### config.mk
export PLATFORM = sky130hd
export DESIGN_NAME = vip_tpg_flat
export DESIGN_NICKNAME = d
export VERILOG_FILES = /design/src/rtl/vip_tpg_if.sv /design/src/rtl/vip_tpg.sv /design/src/flat_wrapper.sv
export SDC_FILE = /design/constraint.sdc
export NUM_CORES = 1
export LEC_CHECK = 0
export CAP_MARGIN = 5
export CORE_ASPECT_RATIO = 0.5
export CORE_MARGIN = 1.5
export CORE_UTILIZATION = 40
export CTS_CLUSTER_SIZE = 24
export DETAILED_ROUTE_END_ITERATION = 8
export GPL_TIMING_DRIVEN = 0
export PLACE_DENSITY_LB_ADDON = 0.05
export SYNTH_ARGS = -nofsm -noshare
export SYNTH_HDL_FRONTEND = slang
export SYNTH_SLANG_ARGS = --single-unit
### constraint.sdc
create_clock -name clk -period 3.4 [get_ports clk]
set_input_delay 0.68 -clock clk [delete_from_list [all_inputs] [get_ports clk]]
set_output_delay 0.68 -clock clk [all_outputs]
set_load 0.005 [all_outputs]
### src/rtl/vip_tpg_if.sv
// Avalon-ST video source/sink bundle: data plus valid/ready handshake and packet framing.
interface vip_tpg_if #(
  parameter int unsigned DW = 24
) ();
  logic [DW-1:0] data;
  logic          valid;
  logic          ready;
  logic          sop;
  logic          eop;

  modport master (output data, output valid, output sop, output eop, input ready);
  modport slave  (input data, input valid, input sop, input eop, output ready);
endinterface

### src/rtl/vip_tpg.sv
// Avalon-ST Video test pattern generator: per frame a control packet (width, height,
// progressive) then a video packet of solid / colour-bar / ramp / checkerboard pixels.
module vip_tpg #(
  parameter int unsigned WIDTH    = 160,
  parameter int unsigned HEIGHT   = 36,
  parameter int unsigned BPS      = 8,
  parameter int unsigned CHANNELS = 3,
  parameter int unsigned CHK_LOG2 = 3
) (
  input  logic                      clk,
  input  logic                      rst,
  input  logic                      enable,
  input  logic [1:0]                mode,
  input  logic [BPS*CHANNELS-1:0]   solid_color,
  vip_tpg_if.master                 dout,
  output logic [15:0]               frame_count,
  output logic                      busy
);

  localparam int unsigned DW         = BPS * CHANNELS;
  localparam int unsigned CTRL_NIBS  = 9;
  localparam int unsigned CTRL_BEATS = (CTRL_NIBS + CHANNELS - 1) / CHANNELS;
  localparam int unsigned BAR_W      = WIDTH / 8;
  localparam logic [3:0]  CB_LAST    = 4'(CTRL_BEATS - 1);
  localparam logic [15:0] W_LAST     = 16'(WIDTH - 1);
  localparam logic [15:0] H_LAST     = 16'(HEIGHT - 1);
  localparam logic [15:0] BAR_LAST   = 16'((BAR_W == 0) ? 0 : BAR_W - 1);
  // Lines narrower than 8 pixels have zero-width bars 0..6, so everything is bar 7.
  localparam logic [2:0]  BAR_START  = (BAR_W == 0) ? 3'd7 : 3'd0;
  localparam logic [BPS-1:0] ONES    = '1;

  typedef enum logic [2:0] {
    S_IDLE,
    S_CTRL_HDR,
    S_CTRL_DATA,
    S_VID_HDR,
    S_VID_DATA
  } state_t;

  state_t          state_q, state_d;
  logic [15:0]     x_q, x_d, y_q, y_d;
  logic [2:0]      bar_q, bar_d;
  logic [15:0]     bar_cnt_q, bar_cnt_d;
  logic [3:0]      cidx_q, cidx_d;
  logic [1:0]      mode_q, mode_d;
  logic [DW-1:0]   color_q, color_d;
  logic [DW-1:0]   data_q, data_d;
  logic            valid_q, valid_d;
  logic            sop_q, sop_d;
  logic            eop_q, eop_d;
  logic [15:0]     fc_q, fc_d;
  logic            busy_q;
  logic            acc_c;
  logic            start_c;

  // Control nibble j of the 9-nibble width/height/interlace record.
  function automatic logic [3:0] ctrl_nibble(input int unsigned j);
    logic [15:0] w;
    logic [15:0] h;
    w = 16'(WIDTH);
    h = 16'(HEIGHT);
    case (j)
      0:       ctrl_nibble = w[15:12];
      1:       ctrl_nibble = w[11:8];
      2:       ctrl_nibble = w[7:4];
      3:       ctrl_nibble = w[3:0];
      4:       ctrl_nibble = h[15:12];
      5:       ctrl_nibble = h[11:8];
      6:       ctrl_nibble = h[7:4];
      7:       ctrl_nibble = h[3:0];
      default: ctrl_nibble = 4'h0;
    endcase
  endfunction

  function automatic logic [DW-1:0] ctrl_beat(input logic [3:0] idx);
    logic [DW-1:0] d;
    int unsigned   j;
    d = '0;
    for (int unsigned k = 0; k < CHANNELS; k++) begin
      j = 32'(idx) * CHANNELS + k;
      d[k*BPS +: 4] = ctrl_nibble(j);
    end
    return d;
  endfunction

  // Bar order white, yellow, cyan, green, magenta, red, blue, black as RGB-ish codes.
  function automatic logic [2:0] bar_code(input logic [2:0] b);
    case (b)
      3'd0:    bar_code = 3'd7;
      3'd1:    bar_code = 3'd6;
      3'd2:    bar_code = 3'd3;
      3'd3:    bar_code = 3'd2;
      3'd4:    bar_code = 3'd5;
      3'd5:    bar_code = 3'd4;
      3'd6:    bar_code = 3'd1;
      default: bar_code = 3'd0;
    endcase
  endfunction

  function automatic logic [DW-1:0] pixel(input logic [1:0]    m,
                                          input logic [DW-1:0] c,
                                          input logic [15:0]   px,
                                          input logic [15:0]   py,
                                          input logic [2:0]    b);
    logic [DW-1:0] d;
    logic [2:0]    code;
    logic          chk;
    d    = '0;
    code = bar_code(b);
    chk  = px[4'(CHK_LOG2)] ^ py[4'(CHK_LOG2)];
    for (int unsigned k = 0; k < CHANNELS; k++) begin
      case (m)
        2'd1:    d[k*BPS +: BPS] = code[2'(k % 3)] ? ONES : '0;
        2'd2:    d[k*BPS +: BPS] = BPS'(px);
        2'd3:    d[k*BPS +: BPS] = chk ? ONES : '0;
        default: d[k*BPS +: BPS] = c[k*BPS +: BPS];
      endcase
    end
    return d;
  endfunction

  assign acc_c = valid_q & dout.ready;

  // Next-state and next-beat logic; the output registers always hold the presented beat.
  always_comb begin
    state_d   = state_q;
    x_d       = x_q;
    y_d       = y_q;
    bar_d     = bar_q;
    bar_cnt_d = bar_cnt_q;
    cidx_d    = cidx_q;
    mode_d    = mode_q;
    color_d   = color_q;
    data_d    = data_q;
    valid_d   = valid_q;
    sop_d     = sop_q;
    eop_d     = eop_q;
    fc_d      = fc_q;
    start_c   = 1'b0;

    unique case (state_q)
      S_IDLE: begin
        start_c = enable;
      end

      S_CTRL_HDR: begin
        if (acc_c) begin
          state_d = S_CTRL_DATA;
          cidx_d  = 4'd0;
          data_d  = ctrl_beat(4'd0);
          sop_d   = 1'b0;
          eop_d   = (CTRL_BEATS == 1);
        end
      end

      S_CTRL_DATA: begin
        if (acc_c) begin
          if (cidx_q == CB_LAST) begin
            state_d = S_VID_HDR;
            data_d  = '0;
            sop_d   = 1'b1;
            eop_d   = 1'b0;
          end else begin
            cidx_d = cidx_q + 4'd1;
            data_d = ctrl_beat(cidx_d);
            eop_d  = (cidx_d == CB_LAST);
          end
        end
      end

      S_VID_HDR: begin
        if (acc_c) begin
          state_d   = S_VID_DATA;
          x_d       = 16'd0;
          y_d       = 16'd0;
          bar_d     = BAR_START;
          bar_cnt_d = 16'd0;
          data_d    = pixel(mode_q, color_q, 16'd0, 16'd0, BAR_START);
          sop_d     = 1'b0;
          eop_d     = (W_LAST == 16'd0) && (H_LAST == 16'd0);
        end
      end

      S_VID_DATA: begin
        if (acc_c) begin
          if ((x_q == W_LAST) && (y_q == H_LAST)) begin
            fc_d    = fc_q + 16'd1;
            start_c = enable;
            state_d = S_IDLE;
            data_d  = '0;
            valid_d = 1'b0;
            sop_d   = 1'b0;
            eop_d   = 1'b0;
          end else begin
            if (x_q == W_LAST) begin
              x_d       = 16'd0;
              y_d       = y_q + 16'd1;
              bar_d     = BAR_START;
              bar_cnt_d = 16'd0;
            end else begin
              x_d = x_q + 16'd1;
              // Bar 7 absorbs the WIDTH mod 8 remainder, so it never advances.
              if ((bar_q != 3'd7) && (bar_cnt_q == BAR_LAST)) begin
                bar_d     = bar_q + 3'd1;
                bar_cnt_d = 16'd0;
              end else begin
                bar_cnt_d = bar_cnt_q + 16'd1;
              end
            end
            data_d = pixel(mode_q, color_q, x_d, y_d, bar_d);
            eop_d  = (x_d == W_LAST) && (y_d == H_LAST);
          end
        end
      end

      default: begin
        state_d = S_IDLE;
        valid_d = 1'b0;
        sop_d   = 1'b0;
        eop_d   = 1'b0;
        data_d  = '0;
      end
    endcase

    // Frame start from IDLE or straight after an EOP accept: latch the pattern controls.
    if (start_c) begin
      state_d = S_CTRL_HDR;
      mode_d  = mode;
      color_d = solid_color;
      data_d  = DW'(4'hF);
      valid_d = 1'b1;
      sop_d   = 1'b1;
      eop_d   = 1'b0;
    end
  end

  always_ff @(posedge clk) begin
    if (!rst) begin
      state_q   <= S_IDLE;
      x_q       <= 16'd0;
      y_q       <= 16'd0;
      bar_q     <= 3'd0;
      bar_cnt_q <= 16'd0;
      cidx_q    <= 4'd0;
      mode_q    <= 2'd0;
      color_q   <= '0;
      data_q    <= '0;
      valid_q   <= 1'b0;
      sop_q     <= 1'b0;
      eop_q     <= 1'b0;
      fc_q      <= 16'd0;
      busy_q    <= 1'b0;
    end else begin
      state_q   <= state_d;
      x_q       <= x_d;
      y_q       <= y_d;
      bar_q     <= bar_d;
      bar_cnt_q <= bar_cnt_d;
      cidx_q    <= cidx_d;
      mode_q    <= mode_d;
      color_q   <= color_d;
      data_q    <= data_d;
      valid_q   <= valid_d;
      sop_q     <= sop_d;
      eop_q     <= eop_d;
      fc_q      <= fc_d;
      busy_q    <= (state_d != S_IDLE);
    end
  end

  assign dout.data   = data_q;
  assign dout.valid  = valid_q;
  assign dout.sop    = sop_q;
  assign dout.eop    = eop_q;
  assign frame_count = fc_q;
  assign busy        = busy_q;

endmodule

### src/flat_wrapper.sv
// flat-port wrapper written by rule: the top's interface ports become plain ports
module vip_tpg_flat 
#(
  parameter int unsigned WIDTH    = 160,
  parameter int unsigned HEIGHT   = 36,
  parameter int unsigned BPS      = 8,
  parameter int unsigned CHANNELS = 3,
  parameter int unsigned CHK_LOG2 = 3
)
  (clk, rst, enable, mode, solid_color, frame_count, busy, dout_data, dout_valid, dout_sop, dout_eop, dout_ready);
  vip_tpg_if #(.DW((24))) dout_i ();
  input  logic clk;
  input  logic rst;
  input  logic enable;
  input  logic [1:0] mode;
  input  logic [BPS*CHANNELS-1:0] solid_color;
  output logic [15:0] frame_count;
  output logic busy;
  output wire logic [$bits(dout_i.data)-1:0] dout_data;
  output wire logic [$bits(dout_i.valid)-1:0] dout_valid;
  output wire logic [$bits(dout_i.sop)-1:0] dout_sop;
  output wire logic [$bits(dout_i.eop)-1:0] dout_eop;
  input wire logic [$bits(dout_i.ready)-1:0] dout_ready;
  assign dout_data = dout_i.data;
  assign dout_valid = dout_i.valid;
  assign dout_sop = dout_i.sop;
  assign dout_eop = dout_i.eop;
  assign dout_i.ready = dout_ready;
  vip_tpg #(.WIDTH(WIDTH), .HEIGHT(HEIGHT), .BPS(BPS), .CHANNELS(CHANNELS), .CHK_LOG2(CHK_LOG2)) u_core (.clk(clk), .rst(rst), .enable(enable), .mode(mode), .solid_color(solid_color), .dout(dout_i), .frame_count(frame_count), .busy(busy));
endmodule
Yosys cells after proc, flatten, opt, wreduce, memory -nomap -nowiden
Memory sizes are Yosys's and may differ from the RTL's. Cells that the tools add are included. W data, S select, Z words.

Flip-flop bits (word level): 128. ROM bits: 72. Input bits: 30. Output and inout bits: 44. Word-level logic and storage cells: 179. Memories: 3.

Add/subtract/negate cells: 8. Multiply operators: 1. Equality and inequality tests: 37. Mux-type cells: 88. Bitwise operators: 4. Reduce and logical (&&, ||, !) cells: 23.

Memory list: (no name shown) (words 8, bits a word 3, rd ports 1, clocked after Yosys merged registers in 0, write ports 0, RTL line vip_tpg.sv:62) `case (j)`; (no name shown) (words 8, bits a word 3, rd ports 1, clocked after Yosys merged registers in 0, write ports 0, RTL line vip_tpg.sv:62); (no name shown) (words 8, bits a word 3, rd ports 1, clocked after Yosys merged registers in 0, write ports 0, RTL line vip_tpg.sv:62).

Operator list (number): $mux W16 (17); $mux W24 (5); $pmux W24 S5 (1); $pmux W16 S2 (3); $logic_not A29 Y1 (3); $pmux W8 S3 (3); $add A16 B1 Y16 const B (4); $mux W3 (20); $mux W8 (7); $pmux W8 S2 (3); $eq A16 B6 Y1 const B (2); $eq A16 B8 Y1 const B (2); $mux W4 (7); $ne A3 B1 Y1 const B (7); $pmux W3 S7 (1); $mux W20 (1); $eq A16 B5 Y1 const B (1); $pmux W3 S5 (1); $ne A2 B1 Y1 const B (7); $mux W1 (13); $eq A3 B2 Y1 const B (4); $eq A3 B3 Y1 const B (4); $reduce_and A4 Y1 (3); $reduce_and A5 Y1 (2); other kinds (26) (40).

Logic depth before layout (Yosys ltp)
Depth in word-level cells: 18. Mapped depth: 11. Mapped depth without buffers: 10.

Least setup slack after synthesis
OpenSTA, ideal clock, no wires.

Path type: register to register. From: register u_core.cidx_q[0]. To: register u_core.data_q[17] (netlist: u_core.dout.data[17]). Setup time: 0.127 ns. Arrival time: 2.703 ns. Required time: 3.273 ns. Path slack: 0.570 ns. Cell stages (with the launch flop): 11. Path buffers: 1. Clock period less this slack: 2.830 ns. Cells stage by stage: dfxtp_1 -> clkbuf_1 -> nand3_1 -> xor2_1 -> inv_1 -> ha_1 -> xnor2_1 -> o21a_1 -> nor3_1 -> a32o_1 -> or3_1.

Longest elaborated chain between the ends: 8. Elaborated cells on any way between the ends: 10. Classes of those cells: add/sub (2); mul (1); eq/ne (1); mux (4); reduce/logical (1); memory (1).

Ends and longest elaborated chain: start: declaration (RTL line vip_tpg.sv:44) `logic [3:0] cidx_q, cidx_d;`; start signal: assignment (RTL line vip_tpg.sv:259) `cidx_q <= cidx_d;`; $add A4 B1 Y4 (RTL line vip_tpg.sv:164) `cidx_d = cidx_q + 4'd1;`; $mul A4 B2 Y6 (RTL line vip_tpg.sv:80) `j = 32'(idx) * CHANNELS + k;`; $add A6 B2 Y7 (RTL line vip_tpg.sv:80); $mem_v2 Z8 W3 / $logic_not A29 Y1 (equally long branches); $mux W4 (RTL line vip_tpg.sv:62); $mux W20 * (RTL line vip_tpg.sv:158) `if (cidx_q == CB_LAST) begin`; $mux W24 * (RTL line vip_tpg.sv:157) `if (acc_c) begin`; $pmux W24 S5 * (RTL line vip_tpg.sv:141) `unique case (state_q)`; end signal: assignment (RTL line vip_tpg.sv:262) `data_q <= data_d;`; end: declaration (RTL line vip_tpg.sv:47) `logic [DW-1:0] data_q, data_d;`.

Mark *: on every way between the ends. The rest lies on a longest branch, timed or not. The select of a mux whose other input is x is not followed. A chain may end at the register's enable or synchronous reset.

Worst setup path after layout
From: register u_core.x_q[0]. To: register u_core.data_q[23] (netlist: u_core.dout.data[23]).

Longest elaborated chain between the ends: 15. Elaborated cells on any way between the ends: 37. Classes of those cells: add/sub (1); eq/ne (7); mux (25); bitwise (1); reduce/logical (3).

Ends and longest elaborated chain: start: declaration (RTL line vip_tpg.sv:41) `logic [15:0] x_q, x_d, y_q, y_d;`; start signal: assignment (RTL line vip_tpg.sv:240) `x_q <= 16'd0;`; start signal: assignment (RTL line vip_tpg.sv:255) `x_q <= x_d;`; $eq A16 B8 Y1 (RTL line vip_tpg.sv:186, vip_tpg.sv:195); $mux W3 (RTL line vip_tpg.sv:195) `if (x_q == W_LAST) begin`; $mux W3 (RTL line vip_tpg.sv:186) `if ((x_q == W_LAST) && (y_q == H_LAST)) begin`; $mux W3 (RTL line vip_tpg.sv:185) `if (acc_c) begin`; $mux W3 (RTL line vip_tpg.sv:141); $eq A3 B3 Y1 (tied with other cells) (RTL line vip_tpg.sv:88) `case (b)`; $pmux W3 S7 (RTL line vip_tpg.sv:88); $mux W3 (RTL line vip_tpg.sv:186); $mux W3 (RTL line vip_tpg.sv:185); $mux W3 (RTL line vip_tpg.sv:141); $mux W8 (RTL line vip_tpg.sv:113) `2'd1: d[k*BPS +: BPS] = code[2'(k % 3)] ? ONES : '0;`; $pmux W8 S3 (RTL line vip_tpg.sv:112) `case (m)`; $mux W24 (RTL line vip_tpg.sv:186); $mux W24 (RTL line vip_tpg.sv:185); $pmux W24 S5 (RTL line vip_tpg.sv:141).

Several ways; a longest one is shown, not always the timed one. The select of a mux whose other input is x is not followed.

==> flow_summary.yaml <==
outcome:
  outcome: "completed"
power:
  pwr-share-comb_pct: 8.2
  p_leak_nw: 3.35
  ir_worst_vdd_mv: 0.365
  p_switching_mw: 0.952
  sw_frac_of_total_pct: 25.5
  internal_power_mw: 2.78
  power_frac_seq_pct: 41.9
  p_clk_share_pct: 49.9
  cellPowerDensity_nw_per_um2: 398
floorplanning:
  coreArea_um2: 18600
  initial_core_util_pct: 41.2
  num_rows: 35
  die_w_um: 199
  die_h_um: 101
  pin_count: 74
  dieArea_um2: 20100
clock_tree:
  cts_root_buf: "clkbuf_16"
  clkSinkCount: 128
  clock_latency_ps: 440
  cts.clk_slew.worst_paths_ps: 60
  cts_tree: "yes"
  cts_setup_buffers: 0
  cts_resized: 2
  cts-buffers-inserted: 17
  cts.htree.levels: 4
  cts.hold.buffers_added: 0
  cts_buffer_depth: 2
sta:
  fin_crit_ps: 3240
  slew_headroom_pct: 40.5
  drv_slew: 0
  fmax_mhz: 309
  fin_crit_sh_pct: 95.3
  tightest_slew_ps: 886
  rsz0062_at_grt: "false"
  final.setup.worst_slack_ps: 160
  holdWs_ps: 482
  fin_skew_ps: 15.7
  hold_viol_final: 0
  setup_violations: 0
final_layout:
  drive_gt1_share_pct: 7.66
  antenna_cells: 0
  syn2layout_area_growth_pct: 22.1
  fin_util_pct: 50.3
  nets: 1121
logic_synthesis:
  synthDistinctLibCells: 69
  yosysMostFrequentCell: "nand2_1"
  async_reset_ff_share_pct: 0
  synth_area_um2: 7670
  synthesis.nets: 1031
  synthTopCellsByCount: "nand2_1 (134), dfxtp_1 (128), nor2_1 (80)"
  ys_ff_latch: 128
  synth-edff-count: 0
  ys_seq_area_share_pct: 33.4
  yosys.area.top_type_share_pct: 33.4
  yosysTopAreaCell: "dfxtp_1"
  synthTopCellsByArea: "dfxtp_1 (33%), nand2_1 (6.6%), a21boi_0 (4.1%)"
  synthFlopType: "dfxtp_1"
  synthCells: 981
  ys_warn_count: 0
  syn_area_per_cell_um2: 7.82
setup_path:
  worst-endpoint-required_ps: 3720
  ff2ff_path_depth: 11
  worst_r2r_endpoint: "u_core.dout.data[23]"
  reg2reg_slack_ps: 160
  critPathCaptureType: "register"
  r2r-start: "u_core.x_q[0]"
  crit_type: "reg2reg"
  worst_setup_path_start_kind: "register"
  path_max_fanout: 10
  arrival_ps: 3560
global_routing:
  antenna_found_initial: 1
  grt_max_degree: 17
  grt_overflow: 0
  grt_pass1_vias: 7283
  grt_usage_pct: 25.7
  grt_first_pass_wirelength_mm: 39.4
drt:
  wl_per_cell_um: 18.7
  first_iter_violations: 522
  route.detailed.drc: 0
  drt_pass1_iterations: 5
  wirelength_mm: 25.1
  viasPerCell: 5.73
  antenna_left: 0
  vias: 7689
job:
  maxCapViolations: 0
hold_path:
  worstHoldPathType: "reg2reg"
  whs_path_depth: 2
  hold_end: "u_core.color_q[12]"
  min-delay-start: "u_core.color_q[12]"
place:
  hpwlAfterDp_mm: 18.3
  io_buffers: 73
  place_congestion: 0.865
  place_ws_ps: -459
[sequential cells by signal, indices dropped and copies added, names as in the netlist, 2 cells and up]
signal,flops
u_core.color_q,24
u_core.dout.data,24
u_core.bar_cnt_q,16
u_core.frame_count,16
u_core.x_q,16
u_core.y_q,16
u_core.cidx_q,4
u_core.bar_q,3
u_core.state_q,3
u_core.mode_q,2
[logic make-up after synthesis]
group / share of synthesized area (%)
buf+inv: 4.58
xor+xnor: 5.25
flops: 33.4
simple gates: 31.8
compound gates: 20.7
fa+ha+maj: 3.26
mux: 1.04
[stage by stage]
stage          power [mW]  cell area [µm²]  cells  setup TNS (ps)
2_1_floorplan        1.76             7670    981               0
3_3_place_gp         1.89             8730   1313           -8180
3_5_place_dp         1.90             8730   1313          -10450
4_1_cts              3.75             9330   1345               0
5_1_grt              3.86             9370   1343               0
6_report             3.73             9370   1343               0
[per-layer routing]
layer | track usage, % | vias up | share of wire (%)
met5 | 0 | - | 0
met4 | 9.67 | 0 | 1.8
met3 | 4.62 | 34 | 5.2
met2 | 38.7 | 200 | 42
met1 | 36.5 | 3725 | 51
li1 | - | 3730 | -
[power groups by stage]
stage	clock, mW	sequential, mW	combinational (mW)
5_1_grt	1.96	1.57	0.336
2_1_floorplan	0	1.59	0.170
4_1_cts	1.88	1.56	0.303
3_5_place_dp	0	1.60	0.302
3_3_place_gp	0	1.59	0.299
6_report	1.86	1.56	0.306
[worst max-delay path: stages, from the launching register on]
cell and delay [ps]:
dfxtp_1 460, ha_1 310, and3_1 170, buf_2 180, nand3_2 200, o31a_1 420, nor3b_2 260, or3_1 140
clkbuf_1 230, clkbuf_4 290, nand3_1 100, a221o_1 360
[how the worst max path moves through the flow]
stage	slack (ps)	from	endpoint	cells past startpoint
floorplan	570	u_core.cidx_q[0]	u_core.dout.data[17]	10
global route	2	u_core.x_q[0]	u_core.dout.eop	10
global placement	-380	dout_ready	u_core.color_q[16]	10
detailed placement	-460	dout_ready	u_core.color_q[22]	10
finish	160	u_core.x_q[0]	u_core.dout.data[23]	11
CTS	30	dout_ready	u_core.dout.data[23]	10
[placed cells by master (no fill, tap or decap), types with 8 or more instances in the layout]
cell type | netlist | layout
xor2_1 | 22 | 21
o21ai_0 | 40 | 40
clkdlybuf4s50_1 | 0 | 73
clkbuf_16 | 0 | 17
buf_2 | 11 | 8
nor2_1 | 80 | 78
xnor2_1 | 24 | 24
a21boi_0 | 42 | 42
nand2b_1 | 8 | 8
a31oi_1 | 8 | 8
or3_1 | 12 | 12
nand3_1 | 40 | 40
ha_1 | 20 | 20
dfxtp_1 | 128 | 128
o21a_1 | 20 | 20
and2_1 | 24 | 24
nor2b_1 | 21 | 21
inv_1 | 14 | 14
nand2_1 | 134 | 134
a21oi_1 | 51 | 51
nor3_1 | 37 | 36
and4_1 | 8 | 8
and3_1 | 20 | 20
a221o_1 | 10 | 10
mux2i_1 | 8 | 8
nand4_1 | 29 | 29
nor4_1 | 15 | 12
clkbuf_1 | 44 | 42
[layout make-up]
type | count | area, µm²
inverter | 14 | 52.6
clock buffer | 20 | 457
sequential | 128 | 2560
multi-input combinational | 774 | 4810
clock inverter | 12 | 136
tap | 259 | 324
timing repair buffer | 73 | 731
buffer | 63 | 302
fill | 1869 | 9240
No activity file was read; power rests on OpenSTA's default activity.
